[src/rtl/dac_spi_tx.sv]
// dac_spi_tx: Wishbone-fed sample FIFO serialising 16-bit words to an SPI DAC; define DAC_SPI_TX_LDAC_EN to pulse LDAC_N during LATCH.
module dac_spi_tx #(
    parameter int ADDR_WIDTH     = 17,
    parameter int MUX_ADDR_WIDTH = 9,
    parameter int DATA_WIDTH     = 32,
    parameter int FIFO_DEPTH     = 8
) (
    input  logic                               WB_CLK,
    input  logic                               rst,
    input  logic                               WBS_CYC,
    input  logic                               WBS_STB,
    input  logic                               WBS_WE,
    input  logic                               WBS_RD,
    input  logic [3:0]                         WBS_BYTE_STB,
    input  logic [ADDR_WIDTH-MUX_ADDR_WIDTH-1:0] WBS_ADR,
    input  logic [DATA_WIDTH-1:0]              WBS_WR_DAT,
    output logic [DATA_WIDTH-1:0]              WBS_RD_DAT,
    output logic                               WBS_ACK,
    input  logic                               SIG_UPDATE,
    output logic                               CS_N,
    output logic                               SCLK,
    output logic                               DIN,
    output logic                               LDAC_N,
    output logic                               DAC_BUSY,
    output logic                               DAC_IRQ
);
    localparam int PW = $clog2(FIFO_DEPTH);
    typedef enum logic [1:0] {IDLE, SHIFT, LATCH} state_t;
    state_t state, state_n;
    logic unused;
    logic req, wr, wr_ctrl, wr_stat, wr_data, wr_div, flush;
    logic [5:0] reg_adr;
    logic en, irq_en, sig_q, trig, start, last;
    logic ovf, unf, miss;
    logic [7:0] clkdiv, div_q, hc;
    logic [4:0] ph;
    logic [15:0] sr;
    logic [15:0] mem [FIFO_DEPTH];
    logic [PW-1:0] wp, rp;
    logic [PW:0] level;
    logic empty, full, push, drop;
    logic [DATA_WIDTH-1:0] status, rd_val;
    assign unused  = &{1'b0, WBS_BYTE_STB, WBS_RD, WBS_ADR, WBS_WR_DAT};
    assign reg_adr = WBS_ADR[7:2];
    assign req     = WBS_CYC & WBS_STB & ~WBS_ACK;
    assign wr      = req & WBS_WE;
    assign wr_ctrl = wr & (reg_adr == 6'h00);
    assign wr_stat = wr & (reg_adr == 6'h01);
    assign wr_data = wr & (reg_adr == 6'h02);
    assign wr_div  = wr & (reg_adr == 6'h03);
    assign flush   = wr_ctrl & WBS_WR_DAT[2];
    assign trig    = SIG_UPDATE & ~sig_q & en;
    assign empty   = level == '0;
    assign full    = level == (PW+1)'(FIFO_DEPTH);
    assign start   = trig & (state == IDLE) & ~empty;
    // A pop frees a slot in the same cycle, so a full FIFO still accepts the push
    assign push    = wr_data & (~full | start);
    assign drop    = wr_data & full & ~start;
    assign last    = (state == SHIFT) & (hc == div_q) & (ph == 5'd31);
    always_comb begin
        status       = '0;
        status[5:0]  = {miss, unf, ovf, full, empty, DAC_BUSY};
        status[11:8] = 4'(level);
        rd_val = (reg_adr == 6'h01) ? status : (reg_adr == 6'h03) ? DATA_WIDTH'(clkdiv) : '0;
    end
    always_ff @(posedge WB_CLK or negedge rst) begin
        if (!rst) begin
            WBS_ACK    <= 1'b0;
            WBS_RD_DAT <= '0;
            sig_q      <= 1'b0;
            en         <= 1'b0;
            irq_en     <= 1'b0;
            clkdiv     <= '0;
            ovf        <= 1'b0;
            unf        <= 1'b0;
            miss       <= 1'b0;
            DAC_IRQ    <= 1'b0;
            wp         <= '0;
            rp         <= '0;
            level      <= '0;
        end else begin
            WBS_ACK    <= req;
            WBS_RD_DAT <= (req & ~WBS_WE) ? rd_val : '0;
            sig_q      <= SIG_UPDATE;
            if (wr_ctrl) {irq_en, en} <= WBS_WR_DAT[1:0];
            if (wr_div) clkdiv <= WBS_WR_DAT[7:0];
            ovf     <= drop | (ovf & ~(wr_stat & WBS_WR_DAT[3]));
            unf     <= (trig & (state == IDLE) & empty) | (unf & ~(wr_stat & WBS_WR_DAT[4]));
            miss    <= (trig & (state != IDLE)) | (miss & ~(wr_stat & WBS_WR_DAT[5]));
            DAC_IRQ <= irq_en & (ovf | unf | miss);
            wp      <= flush ? '0 : wp + PW'(push);
            rp      <= flush ? '0 : rp + PW'(start);
            level   <= flush ? '0 : level + (PW+1)'(push) - (PW+1)'(start);
        end
    end
    always_ff @(posedge WB_CLK) begin
        if (push) mem[wp] <= WBS_WR_DAT[15:0];
    end
    // Each SCLK half-period lasts div_q+1 cycles; ph counts the 32 half-periods
    always_ff @(posedge WB_CLK or negedge rst) begin
        if (!rst) begin
            div_q <= '0;
            hc    <= '0;
            ph    <= '0;
            sr    <= '0;
        end else if (start) begin
            div_q <= clkdiv;
            hc    <= '0;
            ph    <= '0;
            sr    <= mem[rp];
        end else if (state == SHIFT) begin
            hc <= (hc == div_q) ? '0 : hc + 8'd1;
            ph <= (hc == div_q) ? ph + 5'd1 : ph;
            sr <= (hc == div_q && ph[0]) ? {sr[14:0], 1'b0} : sr;
        end
    end
    always_ff @(posedge WB_CLK or negedge rst) begin
        if (!rst) state <= IDLE;
        else state <= state_n;
    end
    always_comb begin
        state_n = (state == IDLE) ? (start ? SHIFT : IDLE) :
                  (state == SHIFT) ? (last ? LATCH : SHIFT) : IDLE;
    end
    always_comb begin
        CS_N     = state != SHIFT;
        SCLK     = (state == SHIFT) & ph[0];
        DIN      = (state == SHIFT) & sr[15];
        DAC_BUSY = state != IDLE;
`ifdef DAC_SPI_TX_LDAC_EN
        LDAC_N   = state != LATCH;
`else
        LDAC_N   = 1'b0;
`endif
    end
endmodule

[config.mk]
export PLATFORM = sky130hd
export DESIGN_NAME = dac_spi_tx
export DESIGN_NICKNAME = d
export VERILOG_FILES = /design/src/rtl/dac_spi_tx.sv
export SDC_FILE = /design/constraint.sdc
export NUM_CORES = 1
export LEC_CHECK = 0
export BUFFER_PORTS_ARGS = -buffer_cell sky130_fd_sc_hd__buf_4
export CAP_MARGIN = 20
export CORE_MARGIN = 10
export CORE_UTILIZATION = 47
export CTS_BUF_LIST = sky130_fd_sc_hd__clkbuf_8 sky130_fd_sc_hd__clkbuf_16
export DETAILED_ROUTE_END_ITERATION = 6
export PLACE_DENSITY = 0.66
export SKIP_LAST_GASP = 1
export SYNTH_ARGS = -nofsm -noshare
export SYNTH_HDL_FRONTEND = slang
export SYNTH_SLANG_ARGS = --single-unit
[constraint.sdc]
create_clock -name WB_CLK -period 3.55 [get_ports WB_CLK]
set_input_delay 0.8875 -clock WB_CLK [delete_from_list [all_inputs] [get_ports WB_CLK]]
set_output_delay 0.8875 -clock WB_CLK [all_outputs]
set_load 0.02 [all_outputs]
; Word-level counts from Yosys, hierarchy flattened
; Memories as Yosys holds them, arrays and structs flattened.
; Index checks and enable logic that the tools add are counted.
[word_totals]
regBits = 77
ram_bits = 128
n_memories = 1
[op_classes]
add_sub_neg = 6
eq_ne = 8
mux = 21
bitwise_logic = 44
reduce_logical = 10
[mem_list]
columns = name, words, width, rd, rd_ports_with_merged_regs, wr, line
row1 = mem, 8, 16, 1, 0, 1, 38  ; logic [15:0] mem [FIFO_DEPTH];
[ops]
columns = op, count
row1 = two-way mux 16 bit, 3
row2 = two-way mux 8 bit, 4
row3 = AND 1 bit, 29
row4 = two-way mux 12 bit, 2
row5 = two-way mux 5 bit, 3
row6 = "== test 6 x 2 -> 1 bit, second input constant", 2
row7 = NOT 1 bit, 9
row8 = "adder 8 x 1 -> 8 bit, second input constant", 1
row9 = == test 8 bit, 1
row10 = nonzero test 2 bit, 4
row11 = adder 3 x 1 -> 3 bit, 2
row12 = "== test 6 x 1 -> 1 bit, second input constant", 1
row13 = logical NOT 6 bit, 1
row14 = two-way mux 2 bit, 3
row15 = two-way mux 3 bit, 2
row16 = OR 1 bit, 6
row17 = "adder 5 x 1 -> 5 bit, second input constant", 1
row18 = "== test 5 bit, second input constant", 1
row19 = adder 4 x 1 -> 4 bit, 1
row20 = "== test 4 bit, second input constant", 1
row21 = logical NOT 4 bit, 1
row22 = two-way mux 4 bit, 1
row23 = AND reduction 2 bit, 2
row24 = subtractor 4 x 1 -> 4 bit, 1
row25 = 5 further kinds, 7

; Logic depth before layout (Yosys ltp)
[depth]
word_depth = 10
ltp_mapped = 13
mapped_depth_nobuf = 12

; Worst setup path after synthesis
; Ideal clock, no wire load.
[synth_timing]
kind = in2reg
start = input port WBS_ADR[5]
end = memory mem[1][0], enable pin
arrival_time_ns = 3.133
required_time_ns = 3.141
slack_ns = 0.008
stages = 5
cell_sequence = or4_1 buf_6 nor4_4 nand3_1 nor3_1
[synth_between]
elab_chain_cells = 5
[synth_lines]
columns = item, line
row1 = start: declaration, 15  ; input logic [ADDR_WIDTH-MUX_ADDR_WIDTH-1:0] WBS_ADR,
row2 = == test 6 x 2 -> 1 bit, 49  ; assign wr_data = wr & (reg_adr == 6'h02);
row3 = AND 1 bit, 49
row4 = AND 1 bit, 57  ; assign push = wr_data & (~full | start);
row5 = two-way mux 1 bit, 97  ; if (push) mem[wp] <= WBS_WR_DAT[15:0];
row6 = two-way mux 1 bit (implied by the code), 97
row7 = end: declaration, 38
; No other way between the ends.

; Final worst setup path
[layout_timing]
start = register state[1]
end = output port CS_N
[layout_between]
elab_chain_cells = 1
[layout_lines]
columns = item, line
row1 = start: declaration, 29  ; state_t state, state_n;
row2 = start signal: assignment, 119  ; else state <= state_n;
row3 = inequality test 2 x 1 -> 1 bit, 126  ; CS_N = state != SHIFT;
row4 = end: declaration, 20  ; output logic CS_N,
; No other way between the ends.

==> tab_implementation.tex <==
\begin{tabular}{lr}
\hline
Metric & Value \\
\hline
\multicolumn{2}{l}{\textbf{Critical path}} \\
\quad Crit Path Category & flop to primary output \\
\quad Critical path startpoint & state[1] \\
\quad Reg2reg path depth & 6 \\
\quad Kind of start point of the critical path & flop \\
\quad Type of destination of the critical path & primary output \\
\quad Setup slack of the worst register-to-register path & 0.95 ns \\
\quad Data arrival, critical path & 1.89 ns \\
\quad RR Startpoint & state[0] \\
\quad Capturing point of the worst reg2reg path & mem[1][0] \\
\quad Req. time, crit path & 2.66 ns \\
\quad Critical path peak fanout & 33 \\
\multicolumn{2}{l}{\textbf{Global routing}} \\
\quad Number of antenna violations at the first check in global routing & 0 \\
\quad Total track usage & 14.5\% \\
\quad Global-route wire length before repair & 28.3 mm \\
\quad Grt ovf & 0 \\
\quad Number of global-route vias before repair & 5202 \\
\quad Maximum number of pins on one net before global-route repair & 78 \\
\multicolumn{2}{l}{\textbf{Clock network}} \\
\quad Resized cells post-CTS & 0 \\
\quad Buffer levels on the longest clock path & 3 \\
\quad Post-CTS Setup Repair Bufs & 0 \\
\quad Quantity of hold-fixing buffers added after cts & 0 \\
\quad Clock-pin transition on the worst setup and hold timing paths & 0.06 ns \\
\quad H-tree levels & 1 \\
\quad Clock latency on the worst-skew pair & 0.50 ns \\
\quad Number of sinks on the clock net & 205 \\
\quad CTS Root Cell & clkbuf\_16 \\
\quad Clock tree from TritonCTS & yes \\
\quad TritonCTS buffer count & 22 \\
\multicolumn{2}{l}{\textbf{Place}} \\
\quad Number of port buffers & 45 \\
\quad Area after DPL & 0.00932 mm² \\
\quad Cells after DPL & 844 \\
\quad Weighted congestion at the end of routability-driven global placement & 0.771 \\
\quad Post-DP HPWL & 11.0 mm \\
\multicolumn{2}{l}{\textbf{Cells and area}} \\
\quad Core utilization of the finished layout & 55.2\% \\
\quad Proportion of layout cells with a drive suffix above 1 & 24.3\% \\
\quad Most frequent standard cell in the layout excluding fill and tap cells & edfxtp\_1 \\
\quad Nets & 703 \\
\quad Final std cells w/o fill & 884 \\
\quad Syn-to-layout area delta & 14.3\% \\
\quad Diodes inserted & 0 \\
\quad FILL cells & 1428 \\
\quad Commonest cells after routing, fill and taps aside & edfxtp\_1, dfrtp\_1, nand2\_1 \\
\quad Post-route cell area & 0.0100 mm² \\
\multicolumn{2}{l}{\textbf{Floorplanning}} \\
\quad Die H & 157 µm \\
\quad Overall die width & 157 µm \\
\quad Area of the core region & 0.0181 mm² \\
\quad Top Ports & 90 \\
\quad Placement row count & 49 \\
\quad Starting density of the core & 48.3\% \\
\quad Die Footprint & 0.0245 mm² \\
\multicolumn{2}{l}{\textbf{Min path}} \\
\quad Worst Hold Class & flop to flop \\
\quad Hold depth & 2 \\
\quad Worst min-delay path startpoint & clkdiv[7] \\
\quad End of the worst hold path & div\_q[7] \\
\multicolumn{2}{l}{\textbf{Logic synthesis}} \\
\quad Sequential area share after synthesis & 65.9\% \\
\quad Largest cells by area after synthesis & edfxtp\_1, dfrtp\_1, mux4\_2, mux2\_2, nand2\_1 \\
\quad Number of distinct library cells after synthesis & 53 \\
\quad Largest area contributor in the netlist & edfxtp\_1 \\
\quad Gate count of the mapped netlist & 586 \\
\quad Total standard cell area after synthesis & 0.00876 mm² \\
\quad Fraction of synthesized cell area taken by the top area cell type & 43.9\% \\
\quad Mean area per synthesized cell & 14.9 µm² \\
\quad Register bit count reported by yosys & 205 \\
\quad Predominant post-synthesis flop cell & edfxtp\_1 \\
\quad Number of warning messages in the yosys log & 0 \\
\quad Proportion of synthesized flip-flops having asynchronous set or reset & 37.6\% \\
\quad Post-synth EDFFs & 128 \\
\multicolumn{2}{l}{\textbf{STA}} \\
\quad Final Max Tran Viols & 0 \\
\quad Final count of hold timing violations & 0 \\
\quad Worst slew pin tran & 0.955 ns \\
\quad Final TNS setup & 0 ns \\
\quad Worst rel slew slack & 36.3\% \\
\quad Final Skew & 0.0155 ns \\
\quad Setup violators final & 0 \\
\quad Setup repair after global routing missed its margin & false \\
\quad Max Freq & 0.360 GHz \\
\quad Clock period minus worst slack & 2.78 ns \\
\quad Crit share post-route & 78.3\% \\
\multicolumn{2}{l}{\textbf{Routing}} \\
\quad Detailed-route via count & 4984 \\
\quad DRC violation count after routing & 0 \\
\quad DRC marker count from the first detailed-route iteration & 273 \\
\quad Post-route antenna net violation count & 0 \\
\quad Vias per cell & 5.64 \\
\quad Length of the first detailed-routing pass in iterations & 5 \\
\quad Wire length after detailed routing & 17.4 mm \\
\quad Average routed wire per standard cell & 19.7 µm \\
\multicolumn{2}{l}{\textbf{Run status}} \\
\quad Run status & complete, no violations \\
\multicolumn{2}{l}{\textbf{Power and ir drop}} \\
\quad Ratio of total power to cell area & 595 mW/mm² \\
\quad Post-layout total power & 0.00595 W \\
\quad Leakage Power & 3.83 nW \\
\quad Peak VDD IR & 0.327 mV \\
\multicolumn{2}{l}{\textbf{Run}} \\
\quad Max-cap violation count & 0 \\
\hline
\end{tabular}
[cells by family (layout without fill, tap and decap cells)]
group / Yosys count / count (layout) / synth area share, %
flip-flops: 205 / 205 / 65.9
AND/OR/NAND/NOR: 166 / 166 / 9.71
adder cells (fa/ha/maj): 13 / 13 / 1.94
other: 1 / 21 / 0.0428
multiplexers: 63 / 63 / 12.1
XOR/XNOR: 12 / 12 / 1.20
AO/OA/AOI/OAI: 61 / 61 / 5.24
buffers and inverters: 65 / 114 / 3.84
[metrics by stage]
stage	setup slack (ns)	hold slack (ns)
2_1_floorplan	0.00791	0.447
3_5_place_dp	0.281	0.484
6_report	0.772	0.497
5_1_grt	0.627	0.514
3_3_place_gp	0.344	0.479
4_1_cts	0.778	0.501
[critical path: stages, from the launching register on]
cell and delay, ns:
dfrtp_1 0.38, nor2b_2 0.11, buf_4 0.34, clkinv_1 0.32
buf_4 0.25
[final cells by class]
cell class                 instances  area [µm²]  area share (%)
sequential                       205        5770            57.6
multi-input combinational        336        2740            27.4
clock buffer                      25         592            5.91
timing repair buffer              61         470            4.70
tap                              229         287            2.86
clock inverter                    15         104            1.04
inverter                          13        48.8           0.487
[synthesized netlist by cell type (2+ instances only)]
cell type	instances
edfxtp_1	128
dfrtp_1	77
nand2_1	62
mux4_2	32
nor2_1	26
mux2_2	25
clkbuf_1	23
nand3_1	23
buf_4	21
o211ai_1	18
o311ai_0	17
ha_1	12
inv_1	12
xnor2_1	11
and3_1	9
and2_1	8
o21ai_0	8
nor4_1	7
a22oi_1	6
mux2i_1	6
buf_2	5
nor3_1	5
nand2b_1	4
nand4_1	4
a21oi_1	3
a32o_1	2
and4_1	2
buf_1	2
nor3_2	2
nor3b_1	2
o31ai_1	2
[how the worst max path moves through the flow]
stage	endpoint	slack, ns	cells past startpoint
2_1_floorplan	mem[1][0]	0.008	5
3_3_place_gp	level[2]	0.34	10
3_5_place_dp	level[3]	0.28	11
4_1_cts	CS_N	0.78	4
5_1_grt	level[1]	0.63	10
6_report	CS_N	0.77	4
[report_power, final]
group | leakage [nW] | total [W] | switching, W | internal (W)
logic | 1.27 | 0.000963 | 0.000507 | 0.000456
registers | 2.18 | 0.00286 | 0.000170 | 0.00269
clock network | 0.375 | 0.00213 | 0.000861 | 0.00127
[routing by layer]
metal  wire length [µm]  GRT usage, %  share of wire, %  vias to the layer above
li1                   -             -                 -                     2293
met1               7690          19.4                44                     2551
met2               8700          24.2                50                      120
met3                790          2.19               4.5                       20
met4                226          3.73               1.3                        0
met5                  0             0                 0                        -
[sequential cells by signal, summed over array words and instances (netlist names), 2 cells and up]
register / count
clkdiv: 8
state: 2
sr: 16
div_q: 8
ph: 5
mem: 128
rp: 3
level: 4
wp: 3
WBS_RD_DAT: 12
hc: 8
(Power assumes the default switching activity.)
